<file path="config.mk">
export PLATFORM = sky130hd
export DESIGN_NAME = cabac_rice_esc_sched
export DESIGN_NICKNAME = d
export VERILOG_FILES = /design/src/rtl/cabac_rice_esc_sched.sv
export SDC_FILE = /design/constraint.sdc
export NUM_CORES = 1
export LEC_CHECK = 0
export ABC_AREA = 1
export ABC_CLOCK_PERIOD_IN_PS = 2600
export CORE_MARGIN = 2
export CORE_UTILIZATION = 35
export CTS_CLUSTER_SIZE = 14
export DETAILED_ROUTE_END_ITERATION = 8
export GPL_ROUTABILITY_DRIVEN = 0
export HOLD_SLACK_MARGIN = 0.02
export SLEW_MARGIN = 20
export SYNTH_ARGS = -nofsm -noshare
export SYNTH_HDL_FRONTEND = slang
export SYNTH_SLANG_ARGS = --single-unit
</file>
<file path="constraint.sdc">
create_clock -name clk -period 2.6 [get_ports clk]
set_clock_uncertainty 0.1 [all_clocks]
set_input_delay 0.52 -clock clk [delete_from_list [all_inputs] [get_ports clk]]
set_output_delay 0.52 -clock clk [all_outputs]
set_load 0.05 [all_outputs]
</file>
<file path="src/rtl/cabac_rice_esc_sched.sv">
`default_nettype none
// ============================================================================
//  Module   : cabac_rice_esc_sched
//  Brief    : Per-coefficient-group escape scheduler for CABAC residual coding.
//             Accepts coefficients and issues Golomb-Rice jobs for the levels
//             that exceed the flag-coded base level. It also adapts the Rice
//             parameter and accumulates the escape bit cost of the group.
//  Revision : 1.0 - initial release
// ============================================================================
module cabac_rice_esc_sched #(
    parameter int MAX_RICE = 4,
    parameter int ACC_W    = 20
) (
    input  logic             clk,
    input  logic             rst_n,
    input  logic             cg_start,
    input  logic [2:0]       init_rice,
    input  logic             coef_valid,
    output logic             coef_ready,
    input  logic [15:0]      abs_level,
    input  logic [1:0]       base_level,
    input  logic             coef_last,
    output logic             gr_start,
    output logic [15:0]      gr_symbol,
    output logic [15:0]      gr_rice,
    input  logic             gr_done,
    input  logic [15:0]      gr_total_bits,
    output logic [2:0]       rice_param,
    output logic             cg_done,
    output logic [ACC_W-1:0] cg_bits
);

    typedef enum logic [1:0] {
        S_IDLE    = 2'd0,
        S_READY   = 2'd1,
        S_ISSUE   = 2'd2,
        S_WAIT_GR = 2'd3
    } state_t;

    // The sum is wide enough for both operands plus a carry.
    localparam logic [3:0]         c_MAX_RICE = 4'(MAX_RICE);
    localparam int                 c_SUM_W    = ((ACC_W > 16) ? ACC_W : 16) + 1;
    localparam logic [c_SUM_W-1:0] c_ACC_MAX  = {{(c_SUM_W-ACC_W){1'b0}}, {ACC_W{1'b1}}};

    state_t             r_state;
    state_t             w_state_nxt;
    logic [2:0]         r_rice;
    logic [ACC_W-1:0]   r_acc;
    logic [ACC_W-1:0]   r_cg_bits;
    logic [15:0]        r_abs;
    logic [15:0]        r_sym;
    logic               r_last;
    logic               r_cg_done;

    logic               w_coef_ready;
    logic               w_gr_start;
    logic [18:0]        w_abs19;
    logic [18:0]        w_base19;
    logic [15:0]        w_sym;
    logic               w_escape;
    logic               w_accept;
    logic               w_gr_ret;
    logic [2:0]         w_init_rice;
    logic [18:0]        w_thr19;
    logic               w_bump;
    logic [3:0]         w_rice_inc;
    logic [2:0]         w_rice_nxt;
    logic [c_SUM_W-1:0] w_sum;
    logic [ACC_W-1:0]   w_acc_sat;

    // A base level of 0 is treated as 1 (every coded coefficient is non-zero).
    assign w_base19 = (base_level == 2'd0) ? 19'd1 : {17'd0, base_level};
    assign w_abs19  = {3'd0, abs_level};
    assign w_escape = (w_abs19 >= w_base19);
    // Only consumed when w_escape holds, so the difference is never negative.
    assign w_sym    = abs_level - w_base19[15:0];

    assign w_accept = (r_state == S_READY) && coef_valid;
    assign w_gr_ret = (r_state == S_WAIT_GR) && gr_done;

    assign w_init_rice = ({1'b0, init_rice} > c_MAX_RICE) ? c_MAX_RICE[2:0] : init_rice;

    // Adaptation threshold 3*2^k; 19 bits keeps the shift free of overflow.
    assign w_thr19    = 19'd3 << r_rice;
    assign w_bump     = ({3'd0, r_abs} > w_thr19);
    assign w_rice_inc = {1'b0, r_rice} + 4'd1;
    assign w_rice_nxt = (w_rice_inc > c_MAX_RICE) ? c_MAX_RICE[2:0] : w_rice_inc[2:0];

    assign w_sum     = c_SUM_W'(r_acc) + c_SUM_W'(gr_total_bits);
    assign w_acc_sat = (w_sum > c_ACC_MAX) ? {ACC_W{1'b1}} : w_sum[ACC_W-1:0];

    // State register.
    always_ff @(posedge clk) begin
        if (!rst_n) begin
            r_state <= S_IDLE;
        end else begin
            r_state <= w_state_nxt;
        end
    end

    // Next-state decode and state-derived handshake outputs.
    always_comb begin
        w_state_nxt  = r_state;
        w_coef_ready = 1'b0;
        w_gr_start   = 1'b0;
        case (r_state)
            S_IDLE: begin
                if (cg_start) begin
                    w_state_nxt = S_READY;
                end
            end
            S_READY: begin
                w_coef_ready = 1'b1;
                if (coef_valid) begin
                    if (w_escape) begin
                        w_state_nxt = S_ISSUE;
                    end else if (coef_last) begin
                        w_state_nxt = S_IDLE;
                    end
                end
            end
            S_ISSUE: begin
                w_gr_start  = 1'b1;
                w_state_nxt = S_WAIT_GR;
            end
            S_WAIT_GR: begin
                if (gr_done) begin
                    w_state_nxt = r_last ? S_IDLE : S_READY;
                end
            end
            default: begin
                w_state_nxt = S_IDLE;
            end
        endcase
    end

    // Datapath: Rice parameter, accumulator, captured job and completion pulse.
    always_ff @(posedge clk) begin
        if (!rst_n) begin
            r_rice    <= 3'd0;
            r_acc     <= '0;
            r_cg_bits <= '0;
            r_abs     <= 16'd0;
            r_sym     <= 16'd0;
            r_last    <= 1'b0;
            r_cg_done <= 1'b0;
        end else begin
            r_cg_done <= 1'b0;
            if ((r_state == S_IDLE) && cg_start) begin
                r_rice <= w_init_rice;
                r_acc  <= '0;
            end
            if (w_accept) begin
                if (w_escape) begin
                    r_abs  <= abs_level;
                    r_sym  <= w_sym;
                    r_last <= coef_last;
                end else if (coef_last) begin
                    r_cg_done <= 1'b1;
                    r_cg_bits <= r_acc;
                end
            end
            if (w_gr_ret) begin
                r_acc <= w_acc_sat;
                if (w_bump) begin
                    r_rice <= w_rice_nxt;
                end
                if (r_last) begin
                    r_cg_done <= 1'b1;
                    r_cg_bits <= w_acc_sat;
                end
            end
        end
    end

    assign coef_ready = w_coef_ready;
    assign gr_start   = w_gr_start;
    assign gr_symbol  = r_sym;
    assign gr_rice    = {13'd0, r_rice};
    assign rice_param = r_rice;
    assign cg_done    = r_cg_done;
    assign cg_bits    = r_cg_bits;

endmodule
`default_nettype wire

</file>
Word-level counts from Yosys, hierarchy flattened:

Cells that the tools add are included.

* input bits: 43
* output and inout bits: 58
* bits in registers: 79
* logic and storage cells: 60

* $lt $le $gt $ge: 5
* add/sub/neg operators: 3
* multiplexer cells: 28
* reductions and logical operators: 8
* eq/ne operators: 7
* shift-type cells: 1

Operators with widths (count)
* $mux W20: 8
* $add A20 B16 Y21: 1
* $gt A21 B20 Y1 const B: 1
* $gt A16 B19 Y1: 1
* $shl A2 B3 Y19 const A: 1
* $ge A16 B2 Y1: 1
* $sub A16 B2 Y16: 1
* $mux W3: 5
* $mux W2: 6
* $mux W1: 8
* $pmux W2 S4: 1
* $ne A2 B2 Y1 const B: 3
* $add A3 B1 Y4 const B: 1
* $eq A2 B2 Y1 const B: 2
* $gt A4 B3 Y1 const B: 1
* $logic_not A2 Y1: 2
* $reduce_and A4 Y1: 1
* $gt A3 B3 Y1 const B: 1
* $logic_and A1 B1 Y1: 3
* $ne A3 B3 Y1 const B: 1
* $eq A2 B1 Y1 const B: 1
* $reduce_and A2 Y1: 1
* $reduce_bool A2 Y1: 1

Logic depth before layout (Yosys ltp):

Gate-level depths: netlist (run 1).

* word-level depth: 7
* depth in mapped cells: 15
* mapped depth without buffers: 15

Worst setup path before layout (run 1):

Ideal clock, no wire load.

* kind: register -> register
* start point: reg r_rice[1] (netlist: rice_param[1])
* end point: reg r_rice[2] (netlist: rice_param[2])
* setup slack: 97 ps
* arrival: 2285 ps
* required time: 2382 ps
* cell stages (with the launch flop): 13
* buffers on the path: 0
* path through: dfxtp_1 > inv_1 > ha_1 > nand2_1 > ha_1 > a21oi_1 > o21ai_0 > a21oi_1 > nand3_1 > nand2_1 > inv_1 > o21ai_0 > nor2_1

* longest elaborated chain between the ends: 5
* elaborated cells between the ends (all ways): 7
* classes of those cells: add/sub (1); order compare (2); shift (1); mux (3)

RTL lines
* from (decl): line 47 `logic [2:0] r_rice;`
* from (signal assigned): line 150 `r_rice <= w_init_rice;`
* from (signal assigned): line 166 `r_rice <= w_rice_nxt;`
* $add A3 B1 Y4: line 86 `assign w_rice_inc = {1'b0, r_rice} + 4'd1;`
* $gt A4 B3 Y1: line 87 `assign w_rice_nxt = (w_rice_inc > c_MAX_RICE) ? c_MAX_RICE[2:0] : w_rice_inc[2:0];`
* $mux W3: line 87
* $mux W3 (*): line 165 `if (w_bump) begin`
* $mux W3 (*): line 163 `if (w_gr_ret) begin`

Every way passes the cells marked *; elsewhere a longest branch is shown, timed or not.
A chain may end at the register's enable or synchronous reset.

Worst setup path after layout (run 1):

* start point: in base_level[0]
* end point: reg r_cg_bits[0] (netlist: cg_bits[0])

* longest elaborated chain between the ends: 7

RTL lines
* from (decl): line 21 `input logic [1:0] base_level,`
* $logic_not A2 Y1: line 72 `assign w_base19 = (base_level == 2'd0) ? 19'd1 : {17'd0, base_level};`
* $mux W2 (*): line 72
* $ge A16 B2 Y1 (*): line 74 `assign w_escape = (w_abs19 >= w_base19);`
* $mux W20 (*): line 154 `if (w_escape) begin`
* $mux W20 (*): line 153 `if (w_accept) begin`
* $mux W20: line 168 `if (r_last) begin`
* $mux W20 (*): line 163
* to (signal assigned): line 160 `r_cg_bits <= r_acc;`
* to (signal assigned): line 170 `r_cg_bits <= w_acc_sat;`
* to (decl): line 49 `logic [ACC_W-1:0] r_cg_bits;`

Marks and branches as above.

==> impl_metrics.json, run 1 <==
{
  "grt_overflow": 0,
  "final_nets": 1103,
  "die_h_um": 132,
  "num_vias": 5904,
  "place_area_mm2": 0.00707,
  "ys_ff_latch": 79,
  "crit_type": "in -> reg",
  "synthXorXnorAreaFrac_pct": 2.77,
  "hold_class": "reg -> reg",
  "yosys.area_share.simple_pct": 33.8,
  "dieArea_mm2": 0.0173,
  "routed_wl_mm": 16.3,
  "grt_pass1_wl_mm": 26.8,
  "startpoint_type": "input pin",
  "cts_buffer_depth": 2,
  "max_cap_violations": 0,
  "synth-edff-count": 0,
  "yosysTopAreaCell": "dfxtp_1",
  "via_per_inst": 4.73,
  "worst_slew_margin_rel_pct": 50.8,
  "p_leak_nw": 3.37,
  "design_area_mm2": 0.00754,
  "synth_fa_ha_area_share_pct": 7.52,
  "ios": 101,
  "firstDrtPassIters": 5,
  "synth_top_area_share_pct": 27.8,
  "synth.area.top_cells": "dfxtp_1 28%, nand2_1 17%, ha_1 6.8%",
  "clk_latency_ns": 0.34,
  "rsz0062_at_grt": "false",
  "hold_slack_ns": 0.354,
  "drt_iter0_drc": 312,
  "postRouteAntennaNets": 0,
  "cts_tree": "done",
  "core_mm2": 0.0159,
  "clock.fmax_ghz": 0.410,
  "port_buffers": 87,
  "synth_area_per_cell_um2": 6.29,
  "synth-main-ff-cell": "dfxtp_1",
  "avgRoutedWirePerCell_um": 13.0,
  "clk_pin_slew_worst_paths_ns": 0.06,
  "cts_sinks": 79,
  "outcome": "finished, final reports clean",
  "synth_top_family_by_area": "simple AND/OR/NAND/NOR gates",
  "worstMarginPinSlew_ns": 0.738,
  "cp-end-kind": "flip-flop",
  "synth_mux_area_share_pct": 0,
  "syn_area_mm2": 0.00569,
  "cp.arrival_ns": 2.57,
  "drcViolationCount": 0,
  "drive_gt1_share_pct": 14.2,
  "slew_viol_final": 0,
  "rows": 46,
  "fp.dieW_um": 132,
  "r2r_cells": 15,
  "yosysWarningCount": 0,
  "crit_required_ns": 2.73,
  "grt_pass1_vias": 5492,
  "n_antenna_cell": 0,
  "clock-root-buffer": "clkbuf_16",
  "ys_seq_area_share_pct": 27.8,
  "dp_hpwl_mm": 12.2,
  "power_density_mw_per_mm2": 453,
  "path_max_fanout": 26,
  "gr-usage-all-layers_pct": 18.7,
  "fin_util_pct": 47.5,
  "grt_antenna_before_repair": 0,
  "setup_viol": 0,
  "fin_crit_sh_pct": 93.7,
  "dp_slack_ns": -0.440,
  "holdPathStages": 2,
  "syn_inst": 905,
  "cts_htree_levels": 3,
  "cts_made_buffers": 9,
  "grt_max_degree": 44,
  "async_flop_share_pct": 0,
  "synth_compound_area_share_pct": 15.4,
  "finalHoldViolCount": 0,
  "start_util_pct": 35.8,
  "fin_crit_ns": 2.44,
  "vdd_drop_max_v": 0.000303,
  "synth_cell_types": 40,
  "worst_slack_ns": 0.163,
  "syn_to_final_growth_pct": 32.5
}
-- registers in the layout (all words and copies together) (netlist names), named ones only --
signal,count
r_state,1
gr_symbol,16
cg_bits,20
cg_done,1
r_acc,20
r_abs,16
r_last,1
rice_param,3
-- cells in the mapped netlist (all sizes together) (5+ instances only) --
cell	n
a21oi	67
a31oi	5
buf	34
clkbuf	22
dfxtp	79
ha	31
inv	103
nand2	274
nand3	55
nand3b	8
nor2	87
nor3	12
nor4	6
o21ai	90
xnor2	9
xor2	9
-- metrics by stage --
step	TNS (ns)	instances	power (W)
3_3_place_gp	-23.07	1227	0.00204
4_1_cts	0	1243	0.00344
2_1_floorplan	0	917	0.00179
3_5_place_dp	-26.02	1227	0.00204
5_1_grt	0	1248	0.00357
6_report	0	1248	0.00341
-- repair_timing --
action | in CTS | in global routing
cloned | 0 | 2
pin swaps | 2 | 5
hold buffers | 0 | 0
buffers inserted | 0 | 3
resized for setup | 4 | 19
endpoints found under the hold margin | 0 | 0
endpoints found under the setup margin | 27 | 75
-- logic make-up (layout without fill, tap and decap cells) --
| group | after synthesis | after routing |
|---|---|---|
| AO/OA/AOI/OAI | 167 | 167 |
| XOR/XNOR | 18 | 18 |
| adder cells (fa/ha/maj) | 33 | 33 |
| buffers and inverters | 161 | 276 |
| flip-flops | 79 | 79 |
| other | 1 | 13 |
| AND/OR/NAND/NOR | 446 | 446 |
-- power breakdown --
group,internal (W),switching (W)
clock network,0.000864,0.000519
logic,0.000276,0.000456
registers,0.00126,0.0000372
total,0.00240,0.00101
-- layer usage --
layer / track usage (%) / routed length, µm / share of wire [%]
met3: 3.36 / 737 / 4.5
met4: 5.98 / 279 / 1.7
met1: 25.1 / 7840 / 48
met5: 0 / 0 / 0
met2: 30.5 / 7410 / 46
-- critical path, cell delays in order --
cell and delay, ns:
clkdlybuf4s50_1 0.39, or2_2 0.31, ha_4 0.17, fa_2 0.34, nand3_2 0.10, nor3_4 0.05, nand3_2 0.08, inv_2 0.06
buf_12 0.15, nand2_1 0.06, o21ai_1 0.06, nand2_1 0.07, nand3_1 0.07, nand2_1 0.09, nor2_1 0.04
-- area by class of cell --
type,instances,area (µm²)
clock buffer,10,239
clock inverter,6,83.8
fill,1656,8350
inverter,105,394
multi-input combinational,677,3490
sequential,79,1580
tap,216,270
timing repair buffer,155,1470
-- path summary, 6_finish.rpt --
check | from | to | slack (ns)
max | base_level[0] | cg_bits[0]$_SDFF_PN0_ | 0.16
min | r_abs[13]$_SDFFE_PN0P_ | r_abs[13]$_SDFFE_PN0P_ | 0.35
max reg2reg | r_acc[0]$_SDFFE_PN0P_ | cg_bits[9]$_SDFF_PN0_ | 0.26
min reg2reg | r_abs[13]$_SDFFE_PN0P_ | r_abs[13]$_SDFFE_PN0P_ | 0.35
-- placed cells by master, fill, tap and decap left out, drive strengths merged, types with 8 or more instances in the layout --
| cell | Yosys | layout |
|---|---|---|
| nand3 | 55 | 55 |
| inv | 103 | 103 |
| nor3 | 12 | 12 |
| conb | 1 | 13 |
| buf | 34 | 67 |
| xnor2 | 9 | 9 |
| dfxtp | 79 | 79 |
| o21ai | 90 | 90 |
| nor2 | 87 | 87 |
| ha | 31 | 31 |
| nand2 | 274 | 274 |
| a21oi | 67 | 67 |
| clkdlybuf4s50 | 0 | 84 |
| nand3b | 8 | 8 |
| xor2 | 9 | 9 |
| clkbuf | 22 | 12 |
Power figures use the tool's default switching activity.
==> inputs of run 2 (changes only) <==
--- a/config.mk
+++ b/config.mk
@@ -9,11 +9,11 @@
 export ABC_CLOCK_PERIOD_IN_PS = 2600
 export CORE_MARGIN = 2
 export CORE_UTILIZATION = 35
-export CTS_CLUSTER_SIZE = 14
+export CTS_CLUSTER_SIZE = 25
 export DETAILED_ROUTE_END_ITERATION = 8
 export GPL_ROUTABILITY_DRIVEN = 0
 export HOLD_SLACK_MARGIN = 0.02
-export SLEW_MARGIN = 20
+export SLEW_MARGIN = 40
 export SYNTH_ARGS = -nofsm -noshare
 export SYNTH_HDL_FRONTEND = slang
 export SYNTH_SLANG_ARGS = --single-unit
==> results of run 2 <==
Same layout as run 1: the final DEF is identical, and so are final timing and power.
